File: src/rtl/id_ex_pipe_reg.sv
// Decode->execute pipeline register: latches the control word and operands, inserts load-use
// bubbles, applies jump flushes and execute stalls, and keeps saturating debug counters.
`timescale 1ns/1ps
module id_ex_pipe_reg #(
  parameter int unsigned DATA_W = 32,
  parameter int unsigned REG_W  = 4,
  parameter int unsigned CNT_W  = 16
) (
  input  logic              clk,
  input  logic              rst_n,
  input  logic              id_valid_i,
  input  logic              id_wmemE,
  input  logic              id_rmemE,
  input  logic              id_wregE,
  input  logic              id_CondEn,
  input  logic              id_jmpSel,
  input  logic              id_VF,
  input  logic [1:0]        id_jmpF,
  input  logic [2:0]        id_ALUins,
  input  logic [1:0]        id_ExtndSel,
  input  logic [REG_W-1:0]  id_rs1,
  input  logic [REG_W-1:0]  id_rs2,
  input  logic              id_use_rs1,
  input  logic              id_use_rs2,
  input  logic [REG_W-1:0]  id_rd,
  input  logic [DATA_W-1:0] id_opA,
  input  logic [DATA_W-1:0] id_opB,
  input  logic [DATA_W-1:0] id_imm,
  input  logic              ex_flush_i,
  input  logic              ex_stall_i,
  output logic              ex_wmemE_o,
  output logic              ex_rmemE_o,
  output logic              ex_wregE_o,
  output logic              ex_CondEn_o,
  output logic              ex_jmpSel_o,
  output logic              ex_VF_o,
  output logic [1:0]        ex_jmpF_o,
  output logic [2:0]        ex_ALUins_o,
  output logic [1:0]        ex_ExtndSel_o,
  output logic [REG_W-1:0]  ex_rs1_o,
  output logic [REG_W-1:0]  ex_rs2_o,
  output logic [REG_W-1:0]  ex_rd_o,
  output logic [DATA_W-1:0] ex_opA_o,
  output logic [DATA_W-1:0] ex_opB_o,
  output logic [DATA_W-1:0] ex_imm_o,
  output logic              ex_valid_o,
  output logic              id_stall_o,
  output logic [CNT_W-1:0]  stall_cnt_o,
  output logic [CNT_W-1:0]  flush_cnt_o
);

  typedef struct packed {
    logic              wmem;
    logic              rmem;
    logic              wreg;
    logic              cond_en;
    logic              jmp_sel;
    logic              vf;
    logic [1:0]        jmp_f;
    logic [2:0]        alu_ins;
    logic [1:0]        extnd_sel;
    logic [REG_W-1:0]  rs1;
    logic [REG_W-1:0]  rs2;
    logic [REG_W-1:0]  rd;
    logic [DATA_W-1:0] op_a;
    logic [DATA_W-1:0] op_b;
    logic [DATA_W-1:0] imm;
  } ex_word_t;

  ex_word_t         id_word_c;
  ex_word_t         ex_d, ex_q;
  logic             ex_valid_d, ex_valid_q;
  logic             hz_c;
  logic [CNT_W-1:0] stall_cnt_d, stall_cnt_q;
  logic [CNT_W-1:0] flush_cnt_d, flush_cnt_q;

  always_comb begin
    id_word_c = '{wmem: id_wmemE, rmem: id_rmemE, wreg: id_wregE, cond_en: id_CondEn,
                  jmp_sel: id_jmpSel, vf: id_VF, jmp_f: id_jmpF, alu_ins: id_ALUins,
                  extnd_sel: id_ExtndSel, rs1: id_rs1, rs2: id_rs2, rd: id_rd,
                  op_a: id_opA, op_b: id_opB, imm: id_imm};
  end

  // Flush beats stall beats load-use hazard beats normal capture.
  always_comb begin
    hz_c = id_valid_i & ex_valid_q & ex_q.rmem & ex_q.wreg &
           ((id_use_rs1 & (id_rs1 == ex_q.rd)) | (id_use_rs2 & (id_rs2 == ex_q.rd)));
    ex_d        = ex_q;
    ex_valid_d  = ex_valid_q;
    id_stall_o  = 1'b0;
    stall_cnt_d = stall_cnt_q;
    flush_cnt_d = flush_cnt_q;

    if (ex_flush_i) begin
      ex_d       = '0;
      ex_valid_d = 1'b0;
    end else if (ex_stall_i) begin
      id_stall_o = 1'b1;
    end else if (hz_c) begin
      ex_d       = '0;
      ex_valid_d = 1'b0;
      id_stall_o = 1'b1;
    end else begin
      ex_d       = id_valid_i ? id_word_c : '0;
      ex_valid_d = id_valid_i;
    end

    if (id_stall_o && (stall_cnt_q != '1)) stall_cnt_d = stall_cnt_q + CNT_W'(1);
    if (ex_flush_i && (flush_cnt_q != '1)) flush_cnt_d = flush_cnt_q + CNT_W'(1);
  end

  always_ff @(posedge clk) begin
    if (!rst_n) begin
      ex_q        <= '0;
      ex_valid_q  <= 1'b0;
      stall_cnt_q <= '0;
      flush_cnt_q <= '0;
    end else begin
      ex_q        <= ex_d;
      ex_valid_q  <= ex_valid_d;
      stall_cnt_q <= stall_cnt_d;
      flush_cnt_q <= flush_cnt_d;
    end
  end

  assign ex_wmemE_o    = ex_q.wmem;
  assign ex_rmemE_o    = ex_q.rmem;
  assign ex_wregE_o    = ex_q.wreg;
  assign ex_CondEn_o   = ex_q.cond_en;
  assign ex_jmpSel_o   = ex_q.jmp_sel;
  assign ex_VF_o       = ex_q.vf;
  assign ex_jmpF_o     = ex_q.jmp_f;
  assign ex_ALUins_o   = ex_q.alu_ins;
  assign ex_ExtndSel_o = ex_q.extnd_sel;
  assign ex_rs1_o      = ex_q.rs1;
  assign ex_rs2_o      = ex_q.rs2;
  assign ex_rd_o       = ex_q.rd;
  assign ex_opA_o      = ex_q.op_a;
  assign ex_opB_o      = ex_q.op_b;
  assign ex_imm_o      = ex_q.imm;
  assign ex_valid_o    = ex_valid_q;
  assign stall_cnt_o   = stall_cnt_q;
  assign flush_cnt_o   = flush_cnt_q;

endmodule

File: config.mk
export PLATFORM = sky130hd
export DESIGN_NAME = id_ex_pipe_reg
export DESIGN_NICKNAME = d
export VERILOG_FILES = /design/src/rtl/id_ex_pipe_reg.sv
export SDC_FILE = /design/constraint.sdc
export NUM_CORES = 1
export LEC_CHECK = 0
export BUFFER_PORTS_ARGS = -buffer_cell sky130_fd_sc_hd__buf_2
export CORE_ASPECT_RATIO = 2
export CORE_UTILIZATION = 30
export CTS_CLUSTER_SIZE = 30
export DETAILED_ROUTE_END_ITERATION = 6
export HOLD_SLACK_MARGIN = 0.08
export PLACE_DENSITY = 0.65
export SYNTH_ARGS = -nofsm -noshare
export SYNTH_HDL_FRONTEND = slang
export SYNTH_SLANG_ARGS = --single-unit
File: constraint.sdc
create_clock -name clk -period 2.33 [get_ports clk]
set_input_delay 0.233 -clock clk [delete_from_list [all_inputs] [get_ports clk]]
set_output_delay 0.233 -clock clk [all_outputs]
set_load 0.01 [all_outputs]
==> metrics.cfg, run 1 <==
[outcome]
outcome=complete, no violations

[grt]
grt_util_all_layers_pct=20.1
met2_usage_pct=34.6
grt_pass1_wl_um=30900
first_global_vias=6076
grt_start_max_net_pins=123
met1_usage_pct=21.5
antenna_found_initial=0
grt-ovfl-total=0
grt.busiest_layer=met2
met3_usage_pct=6.71

[critical_path]
crit_chain=dlygate4sd3_1 -> buf_2 -> xnor2_1 -> nand3_1 -> o22ai_2 -> a21oi_4 -> buf_4 -> or4_1 -> a21oi_1
reg2reg_from=ex_rd_o[2]
cp_max_fo=11
r2r-end=stall_cnt_o[9]
critPathCaptureType=flop
arrival_ns=2.44
max_stage_delay_ns=0.55
cp.required_ns=2.67
reg2reg_setup_slack_ns=0.35
ff2ff_path_depth=7
slowest_stage=dlygate4sd3_1
cp-start-kind=input pin
path_class=input pin to flop

[place]
place.gp.congestion=0.809
port_buffers=282
placedInstanceArea_um2=7420
detailed_place_hpwl_um=12900

[cells_and_area]
regArea_um2=3080
area_delta_synth_final_pct=60.2
drive_gt1_share_pct=33.5
multi_input_area_um2=2490
fill_cells=1751
layout.nets=1126
design_area_um2=9240

[sta]
fin_skew_ns=0.00812
maxSlewViolCount=0
relSlewSlack_pct=63.0
hold_viol_final=0
worst_pin_slew_ns=0.555
final-setup-viol-count=0
timing.final.crit_share_pct=90.1
fmax_ghz=0.476
whs_ns=0.110
rsz0062_at_grt=no
finalCriticalPeriod_ns=2.10
fin_setup_tns_ns=0

[yosys]
ys_seq_area_share_pct=53.4
syn_inst=611
ys.flop_type=dfxtp_1
yosysWarnings=0
ys_ff_latch=154
synth_area_leaders=dfxtp_1, a22oi_1, nor2_1
syn-num-nets=741
synth_edf_count=0
yosysTopAreaCell=dfxtp_1
yosysMostFrequentCell=dfxtp_1
yosys-top-cells-count=dfxtp_1, nor2_1, a22oi_1
ys_types=40
avgSynthCellArea_um2=9.44
synth_top_area_share_pct=53.4
synth_area_um2=5770
synthArstFlopShare_pct=0

[floorplan]
coreArea_um2=18800
die_w_um=100
die-area_um2=19800
fp-row-count=71
die_h_um=198
initial_core_util_pct=30.6
io_pins=283

[drt]
drcViolationCount=0
ant_nets=0
first_pass_iters=5
via_per_inst=4.87
num_vias=6153
drt-initial-drc-count=240
post_drt_wl_per_cell_um=16.2
routed_wirelength_um=20500

[clock_tree]
cts_root_buf=clkbuf_16
cts_made_buffers=17
insertion_delay_ns=0.41
clk_pin_slew_ns=0.06
cts.htree.levels=4
cts.sinks=154
cts_tree=done
clock_path_buffers=2

[hold_path]
hp-start=id_imm[18]
min_path_cells=3
min_to=ex_imm_o[18]
hold_class=input pin to flop

[power_and_ir_drop]
power_density_nw_per_um2=662
leakagePower_nw=4.13
ir_worst_vdd_v=0.000759

[flow_run]
drv_cap=0

==> kinds of logic (layout without fill, tap and decap cells) <==
kind of cell / count (synthesis) / after routing / share of synthesized area [%]
and+or+nand+nor: 235 / 235 / 19.6
DFF: 154 / 154 / 53.4
AOI/OAI and AO/OA: 136 / 136 / 17.4
buffers and inverters: 51 / 448 / 3.80
xor gates and xnor gates: 19 / 19 / 2.88
muxes: 14 / 14 / 2.43
adders and majority gates: 2 / 2 / 0.434
other: 0 / 1 / 0
==> state kept, by name, indices dropped and copies added (netlist names) <==
signal and count:
ex_jmpF_o 2, ex_wmemE_o 1, flush_cnt_o 16, ex_imm_o 32
ex_rs1_o 4, ex_opB_o 32, ex_wregE_o 1, ex_VF_o 1
ex_ALUins_o 3, ex_rmemE_o 1, stall_cnt_o 16, ex_CondEn_o 1
ex_opA_o 32, ex_valid_o 1, ex_ExtndSel_o 2, ex_rd_o 4
ex_rs2_o 4, ex_jmpSel_o 1
==> critical path: cells and delay by family <==
family,cells,cell delay [ns]
compound gates,3,0.59
xor+xnor,1,0.14
buf+inv,3,0.89
simple gates,2,0.58
==> layout by cell type, fill, tap and decap left out, types with 2 or more instances in the layout <==
| cell type | n |
|---|---|
| buf_4 | 9 |
| ha_1 | 2 |
| a21oi_1 | 7 |
| mux2i_1 | 14 |
| clkinvlp_4 | 2 |
| nor4b_1 | 2 |
| inv_1 | 3 |
| and4_1 | 3 |
| dfxtp_1 | 154 |
| xnor2_1 | 11 |
| nand2_1 | 25 |
| nor3_1 | 2 |
| clkbuf_16 | 17 |
| xor2_1 | 8 |
| nor4_2 | 6 |
| a22oi_1 | 121 |
| nand2b_1 | 12 |
| buf_12 | 4 |
| inv_6 | 5 |
| nor4_1 | 3 |
| o21ai_0 | 3 |
| or3_1 | 2 |
| dlygate4sd3_1 | 120 |
| bufinv_16 | 2 |
| buf_2 | 281 |
| nand3_1 | 18 |
| clkinv_2 | 2 |
| nand4_1 | 5 |
| and3_1 | 8 |
| nor2_1 | 137 |
==> layout make-up <==
cell class / count / share of cell area, %
antenna: 1 / 0.0271
sequential: 154 / 33.4
multi-input combinational: 406 / 26.9
inverter: 3 / 0.122
clock inverter: 12 / 1.49
tap: 255 / 3.45
timing repair buffer: 414 / 29.8
clock buffer: 19 / 4.79
==> where the power goes <==
group	internal (mW)	leakage [nW]	switching [mW]
Clock	1.62	0.281	1.15
Combinational	0.338	2.61	0.306
Sequential	2.68	1.25	0.0317
==> metrics by stage <==
step / cells / setup slack, ns / total power [mW] / utilization, %
final: 1264 / 0.231 / 6.12 / 49.1
after global routing: 1263 / 0.128 / 6.35 / 49.1
after CTS: 1259 / 0.0604 / 6.18 / 48.9
after detailed placement: 1108 / 0.371 / 3.23 / 39.4
after global placement: 1108 / 0.388 / 3.23 / 39.4
after floorplan: 611 / 0.628 / 3.01 / -
==> worst max path at each step <==
stage | startpoint | end | cells past startpoint
floorplan | ex_rd_o[2] | stall_cnt_o[6] | 7
global placement | ex_rd_o[2] | stall_cnt_o[9] | 6
detailed placement | ex_rmemE_o | stall_cnt_o[0] | 6
CTS | id_rs1[3] | id_stall_o | 8
global route | id_rs1[3] | stall_cnt_o[3] | 9
finish | id_rs1[3] | stall_cnt_o[9] | 9
==> metal layers <==
metal,vias up,share of wire (%)
li1,2938,-
met1,2867,37
met2,296,50
met3,52,9.2
met4,0,4.2
met5,-,0
==> repair_timing <==
action	in CTS	in global routing
endpoints found under the hold margin	120	0
setup buffers	0	4
gates cloned	0	0
hold buffers	120	0
gates resized for setup	1	0
endpoints found under the setup margin	1	1
pin swaps	0	1
No activity file was read; power rests on OpenSTA's default activity.
==> run 2: changes to the inputs <==
--- a/config.mk
+++ b/config.mk
@@ -7,11 +7,11 @@
 export LEC_CHECK = 0
 export BUFFER_PORTS_ARGS = -buffer_cell sky130_fd_sc_hd__buf_2
 export CORE_ASPECT_RATIO = 2
-export CORE_UTILIZATION = 30
+export CORE_UTILIZATION = 46
 export CTS_CLUSTER_SIZE = 30
 export DETAILED_ROUTE_END_ITERATION = 6
 export HOLD_SLACK_MARGIN = 0.08
-export PLACE_DENSITY = 0.65
+export PLACE_DENSITY = 0.89
 export SYNTH_ARGS = -nofsm -noshare
 export SYNTH_HDL_FRONTEND = slang
 export SYNTH_SLANG_ARGS = --single-unit
==> constraint.sdc (replaced) <==
create_clock -name clk -period 2.2 [get_ports clk]
set_input_delay 0.22 -clock clk [delete_from_list [all_inputs] [get_ports clk]]
set_output_delay 0.22 -clock clk [all_outputs]
set_load 0.01 [all_outputs]
==> metrics.cfg, run 2 (synthesis results as in run 1) <==
[outcome]
outcome=complete, no violations

[power_and_ir_drop]
combPwrFrac_pct=10.2  ; -0.3 points
leakagePower_nw=4.15  ; +0.37%
cellInternalPower_mw=5.24  ; +13%
p_sw_mw=1.62  ; +9.1%
ir_worst_vdd_v=0.000613  ; -19%
p_sw_share_pct=23.6  ; -0.66 points
p_clk_share_pct=47.9  ; +2.7 points
power_density_nw_per_um2=752  ; +14%
seqPwrFrac_pct=41.9  ; -2.4 points

[floorplan]
initial_core_util_pct=47.3  ; +17 points
io_pins=283  ; unchanged
die-area_um2=13000  ; -34%
fp-row-count=57  ; -20%
die_w_um=81.2  ; -19%
coreArea_um2=12200  ; -35%
die_h_um=160  ; -19%

[cells_and_area]
n_antenna_cell=0  ; -1
multi_input_area_um2=2500  ; +0.30%
mostFrequentLayoutCells=buf_2, dfxtp_1, nor2_1, a22oi_1, dlygate4sd3_1
final_common_cell=buf_2
drive_gt1_share_pct=33.7  ; +0.13 points
fin_util_pct=74.9  ; +26 points
regArea_um2=3080  ; unchanged
fill_cells=742  ; -58%
final-instance-count-excl-fill=1151  ; -8.9%
area_delta_synth_final_pct=58.2
layout.nets=1121  ; -0.44%

[place]
place_ws_ns=0.249  ; -0.122 ns
placed_cells=998  ; -9.9%
place.gp.congestion=0.789  ; -2.5%
port_buffers=282  ; unchanged
detailed_place_hpwl_um=12200  ; -6.1%

[clock_tree]
insertion_delay_ns=0.41  ; about the same
cts.sinks=154  ; unchanged
clock_path_buffers=2  ; unchanged
cts.htree.levels=4  ; unchanged
clk_pin_slew_ns=0.06  ; about the same
cts_made_buffers=17  ; unchanged
cts_root_buf=clkbuf_16
cts_tree=done

[drt]
drt-initial-drc-count=403  ; +68%
ant_nets=0  ; unchanged
routed_wirelength_um=22500  ; +9.9%
wl_met2_um=11300  ; +11%
via_per_inst=5.68  ; +17%
drcViolationCount=0  ; unchanged
dr_wl_met3_um=2270  ; +21%
m1WireLength_um=7540  ; -0.45%
num_vias=6535  ; +6.2%
first_pass_iters=5  ; unchanged
post_drt_wl_per_cell_um=19.6  ; +21%
top_layer=met4

[critical_path]
cp-start-kind=input pin
crit_chain=dlygate4sd3_1 -> buf_2 -> xnor2_1 -> nand3_1 -> o22ai_4 -> a21oi_4 -> nor2_1 -> buf_2
critPathCaptureType=primary output
slowest_stage=dlygate4sd3_1
ff2ff_path_depth=7  ; unchanged
cpMostUsedCell=buf_2
path_class=input pin to primary output
arrival_ns=1.97  ; -0.47 ns
max_stage_delay_ns=0.55  ; about the same
cp_max_fo=4  ; -7
cp.required_ns=1.98  ; -0.69 ns

[hold_path]
min_path_cells=3  ; unchanged
hold_class=input pin to flop

[sta]
fmax_ghz=0.457
worst_pin_slew_ns=0.777  ; +0.222 ns
maxSlewViolCount=0  ; unchanged
relSlewSlack_pct=48.2  ; -15 points
final-setup-viol-count=0  ; unchanged
hold_viol_final=0  ; unchanged
fin_skew_ns=0.0163  ; +0.00817 ns
fin_ws_ns=0.0117  ; -0.219 ns
timing.final.crit_share_pct=99.5
finalCriticalPeriod_ns=2.19

[grt]
grt_start_max_net_pins=120  ; -2.4%
grt_util_all_layers_pct=34.1  ; +14 points
first_global_vias=6804  ; +12%
grt-ovfl-total=0  ; unchanged
grt_pass1_wl_um=33700  ; +9.1%
antenna_found_initial=0  ; unchanged

[flow_run]
drv_cap=0  ; unchanged

==> run 2: changes by cell type in the layout (fill, tap and decap cells not counted), moves of 2 or more <==
cell           previous run  this run
inv_8                     0         2
dlygate4sd3_1           120       116
bufinv_16                 2         5
clkinvlp_4                2         0
clkinv_2                  2         0
buf_12                    4         1
==> run 2: critical path, delay by kind of cell <==
kind	cells	cell delay [ns]
XOR/XNOR	1	0.21
AO/OA/AOI/OAI	2	0.33
buffers and inverters	3	0.86
AND/OR/NAND/NOR	2	0.33
==> run 2: cell type report <==
type                    instances  share of cell area (%)
flip-flops and latches        154                    33.8
repair buffers                409                    29.5
multi-input cells             406                    27.3
inverters                       3                   0.123
clock inverters                14                    2.56
clock buffers                  18                    4.70
well taps                     147                    2.01
==> run 2: power by group through the flow <==
stage	logic [mW]	registers (mW)	clock network [mW]
CTS	0.644	2.87	3.32
global route	0.740	2.88	3.43
detailed placement	0.479	2.93	0
floorplan	0.233	2.95	0
global placement	0.470	2.93	0
finish	0.697	2.88	3.29
==> run 2: metrics by stage <==
stage               instance area [um^2]  hold WS (ns)  TNS [ns]  power (mW)
floorplan                           5770         0.364         0        3.19
global placement                    7240         0.446         0        3.40
detailed placement                  7240         0.458         0        3.41
CTS                                 9070        0.0900         0        6.84
global route                        9130         0.100   -0.0283        7.05
finish                              9130         0.106         0        6.86
==> run 2: path summary, 6_finish.rpt <==
check / start / to / slack [ns]
max: id_rs2[2] / id_stall_o / 0.01
min: id_CondEn / ex_CondEn_o / 0.11
max reg2reg: ex_rd_o[2] / ex_imm_o[17] / 0.13
min reg2reg: flush_cnt_o[1] / flush_cnt_o[1] / 0.49
==> run 2: per-layer routing <==
metal	vias to the layer above	global-route usage, %
li1	2932	-
met1	3037	33.3
met2	449	57.2
met3	117	14.0
met4	0	22.5
met5	-	0
==> run 2: repair_timing <==
action                                 4_1_cts  5_1_grt
resized for setup                            1        2
pin swaps                                    0        1
endpoints found under the hold margin      116        0
cloned                                       0        1
buffers inserted                             0        4
hold buffers                               116        0
setup endpoints to repair                    1        6
==> run 3: changes to the inputs <==
--- a/config.mk
+++ b/config.mk
@@ -7,11 +7,11 @@
 export LEC_CHECK = 0
 export BUFFER_PORTS_ARGS = -buffer_cell sky130_fd_sc_hd__buf_2
 export CORE_ASPECT_RATIO = 2
-export CORE_UTILIZATION = 46
+export CORE_UTILIZATION = 41
 export CTS_CLUSTER_SIZE = 30
 export DETAILED_ROUTE_END_ITERATION = 6
 export HOLD_SLACK_MARGIN = 0.08
-export PLACE_DENSITY = 0.89
+export PLACE_DENSITY = 0.84
 export SYNTH_ARGS = -nofsm -noshare
 export SYNTH_HDL_FRONTEND = slang
 export SYNTH_SLANG_ARGS = --single-unit
==> constraint.sdc (replaced) <==
create_clock -name clk -period 1.9 [get_ports clk]
set_input_delay 0.19 -clock clk [delete_from_list [all_inputs] [get_ports clk]]
set_output_delay 0.19 -clock clk [all_outputs]
set_load 0.01 [all_outputs]
==> metrics.cfg, run 3 (synthesis results as in run 1) <==
[outcome]
outcome=complete, but fails checks
violations=setup timing

[critical_path]
path_class=flop to flop
cp_top_family=buffers and inverters
cp_max_fo=5  ; +1
ff2ff_path_depth=10  ; +3
crit_chain=and3_4 -> nand3_4 -> o22ai_4 -> buf_6 -> nor3b_4 -> buf_6 -> clkbuf_16 -> clkbuf_16 -> a22oi_1 -> nor2_1
cp.required_ns=2.20  ; +0.22 ns
r2r-end=ex_imm_o[6]
reg2reg_from=ex_wregE_o
slowest_stage=dfxtp_1
reg2reg_setup_slack_ns=-0.05  ; -0.18 ns
cp-start-kind=flop
arrival_ns=2.25  ; +0.28 ns
crit_start=ex_wregE_o
max_stage_delay_ns=0.34  ; -0.21 ns
path_depth=10  ; +2
crit_buf_inv=4  ; +1
critPathCaptureType=flop
endpoint=ex_imm_o[6]

[floorplan]
initial_core_util_pct=41.8  ; -5.5 points
die_w_um=85.9  ; +5.8%
fp-row-count=61  ; +7.0%
io_pins=283  ; unchanged
die_h_um=170  ; +5.8%
die-area_um2=14600  ; +12%
coreArea_um2=13800  ; +13%

[power_and_ir_drop]
combPwrFrac_pct=13.5  ; +3.3 points
cellInternalPower_mw=5.70  ; +8.7%
totalPowerFinal_mw=7.67  ; +12%
p_sw_share_pct=25.7  ; +2.1 points
ir_worst_vdd_v=0.000639  ; +4.1%
seqPwrFrac_pct=43.5  ; +1.6 points
leakagePower_nw=4.51  ; +8.8%
power_density_nw_per_um2=748  ; -0.51%
p_clk_share_pct=43.0  ; -4.9 points
p_sw_mw=1.97  ; +22%

[clock_tree]
cts_root_buf=clkbuf_16
cts_made_buffers=17  ; unchanged
clk_pin_slew_ns=0.07  ; about the same
cts_tree=done
cts.sinks=154  ; unchanged
clock_path_buffers=2  ; unchanged
cts.htree.levels=4  ; unchanged
insertion_delay_ns=0.43  ; +0.02 ns

[drt]
via_per_inst=5.65  ; -0.49%
drt-initial-drc-count=571  ; +42%
num_vias=7006  ; +7.2%
post_drt_wl_per_cell_um=21.0  ; +7.5%
routed_wirelength_um=26100  ; +16%
ant_nets=0  ; unchanged
first_pass_iters=5  ; unchanged
drcViolationCount=0  ; unchanged

[sta]
hold_viol_final=0  ; unchanged
rsz0062_at_grt=yes
finalCriticalPeriod_ns=1.95
timing.final.crit_share_pct=103
fin_ws_ns=-0.0513  ; -0.0630 ns
final-setup-viol-count=4  ; +4
fin_skew_ns=0.0132  ; -0.00309 ns
relSlewSlack_pct=52.3  ; +4.1 points
fmax_ghz=0.512
maxSlewViolCount=0  ; unchanged
worst_pin_slew_ns=0.715  ; -0.0622 ns
whs_ns=0.108  ; +0.00191 ns

[cells_and_area]
n_antenna_cell=0  ; unchanged
mostFrequentLayoutCells=buf_2, dfxtp_1, nor2_1, dlygate4sd3_1, a22oi_2
area_delta_synth_final_pct=77.8
drive_gt1_share_pct=45.1  ; +11 points
final-instance-count-excl-fill=1240  ; +7.7%
final_common_cell=buf_2
multi_input_area_um2=3010  ; +21%
layout.nets=1168  ; +4.2%
fill_cells=830  ; +12%
regArea_um2=3100  ; +0.45%

[grt]
first_global_vias=6678  ; -1.9%
grt-ovfl-total=0  ; unchanged
grt_util_all_layers_pct=30.2  ; -3.9 points
grt_start_max_net_pins=122  ; +1.7%
antenna_found_initial=0  ; unchanged
grt_pass1_wl_um=33900  ; +0.66%

[hold_path]
hold_class=input pin to flop

[place]
detailed_place_hpwl_um=12900  ; +6.1%
port_buffers=282  ; unchanged
place.gp.congestion=0.785  ; -0.47%
placed_cells=1070  ; +7.2%

[flow_run]
drv_cap=0  ; unchanged

==> run 3: through the flow <==
step                setup slack (ns)  instance area, um^2  setup TNS (ns)  utilization, %
floorplan                      0.198                 5770               0               -
global placement           -0.000891                 7600       -0.000891            55.0
detailed placement            -0.101                 7600          -0.537            55.0
CTS                           0.0165                 9420               0            68.2
global route                  -0.107                10300           -1.44            74.3
finish                       -0.0513                10300          -0.123            74.3
==> run 3: power groups by stage <==
stage / registers, mW / logic (mW) / clock network [mW]
global route: 3.34 / 1.08 / 3.44
CTS: 3.32 / 0.807 / 3.27
detailed placement: 3.39 / 0.602 / 0
floorplan: 3.42 / 0.270 / 0
finish: 3.34 / 1.04 / 3.30
global placement: 3.39 / 0.593 / 0
==> run 3: what timing repair did <==
action | 4_1_cts | 5_1_grt
hold endpoints to repair | 121 | 0
hold buffers | 121 | 0
gates resized for setup | 3 | 113
endpoints found under the setup margin | 12 | 128
gates cloned | 0 | 11
pin swaps | 1 | 30
setup buffers | 3 | 7
==> run 3: how the worst min path moves through the flow <==
stage                 start               to  slack, ns  cells past startpoint
2_1_floorplan  id_ALUins[0]   ex_ALUins_o[0]       0.33                      2
3_3_place_gp   id_ALUins[1]   ex_ALUins_o[1]       0.42                      3
3_5_place_dp      id_imm[7]      ex_imm_o[7]       0.43                      3
4_1_cts               rst_n  flush_cnt_o[12]       0.09                      2
5_1_grt               rst_n  flush_cnt_o[12]       0.12                      2
6_report              rst_n  flush_cnt_o[12]       0.11                      2
==> run 3: final cells by class <==
| type | count | area share [%] |
|---|---|---|
| Sequential cell | 154 | 30.2 |
| Clock buffer | 22 | 4.52 |
| Timing Repair Buffer | 456 | 32.6 |
| Tap cell | 189 | 2.31 |
| Inverter | 3 | 0.110 |
| Multi-Input combinational cell | 406 | 29.4 |
| Clock inverter | 10 | 0.915 |
==> run 3: layer usage <==
layer / up-vias / track usage (%) / share of wire [%]
li1: 3037 / - / -
met1: 3287 / 30.9 / 34
met2: 534 / 52.6 / 51
met3: 148 / 10.1 / 9.5
met4: 0 / 17.8 / 6.4
met5: - / 0 / 0
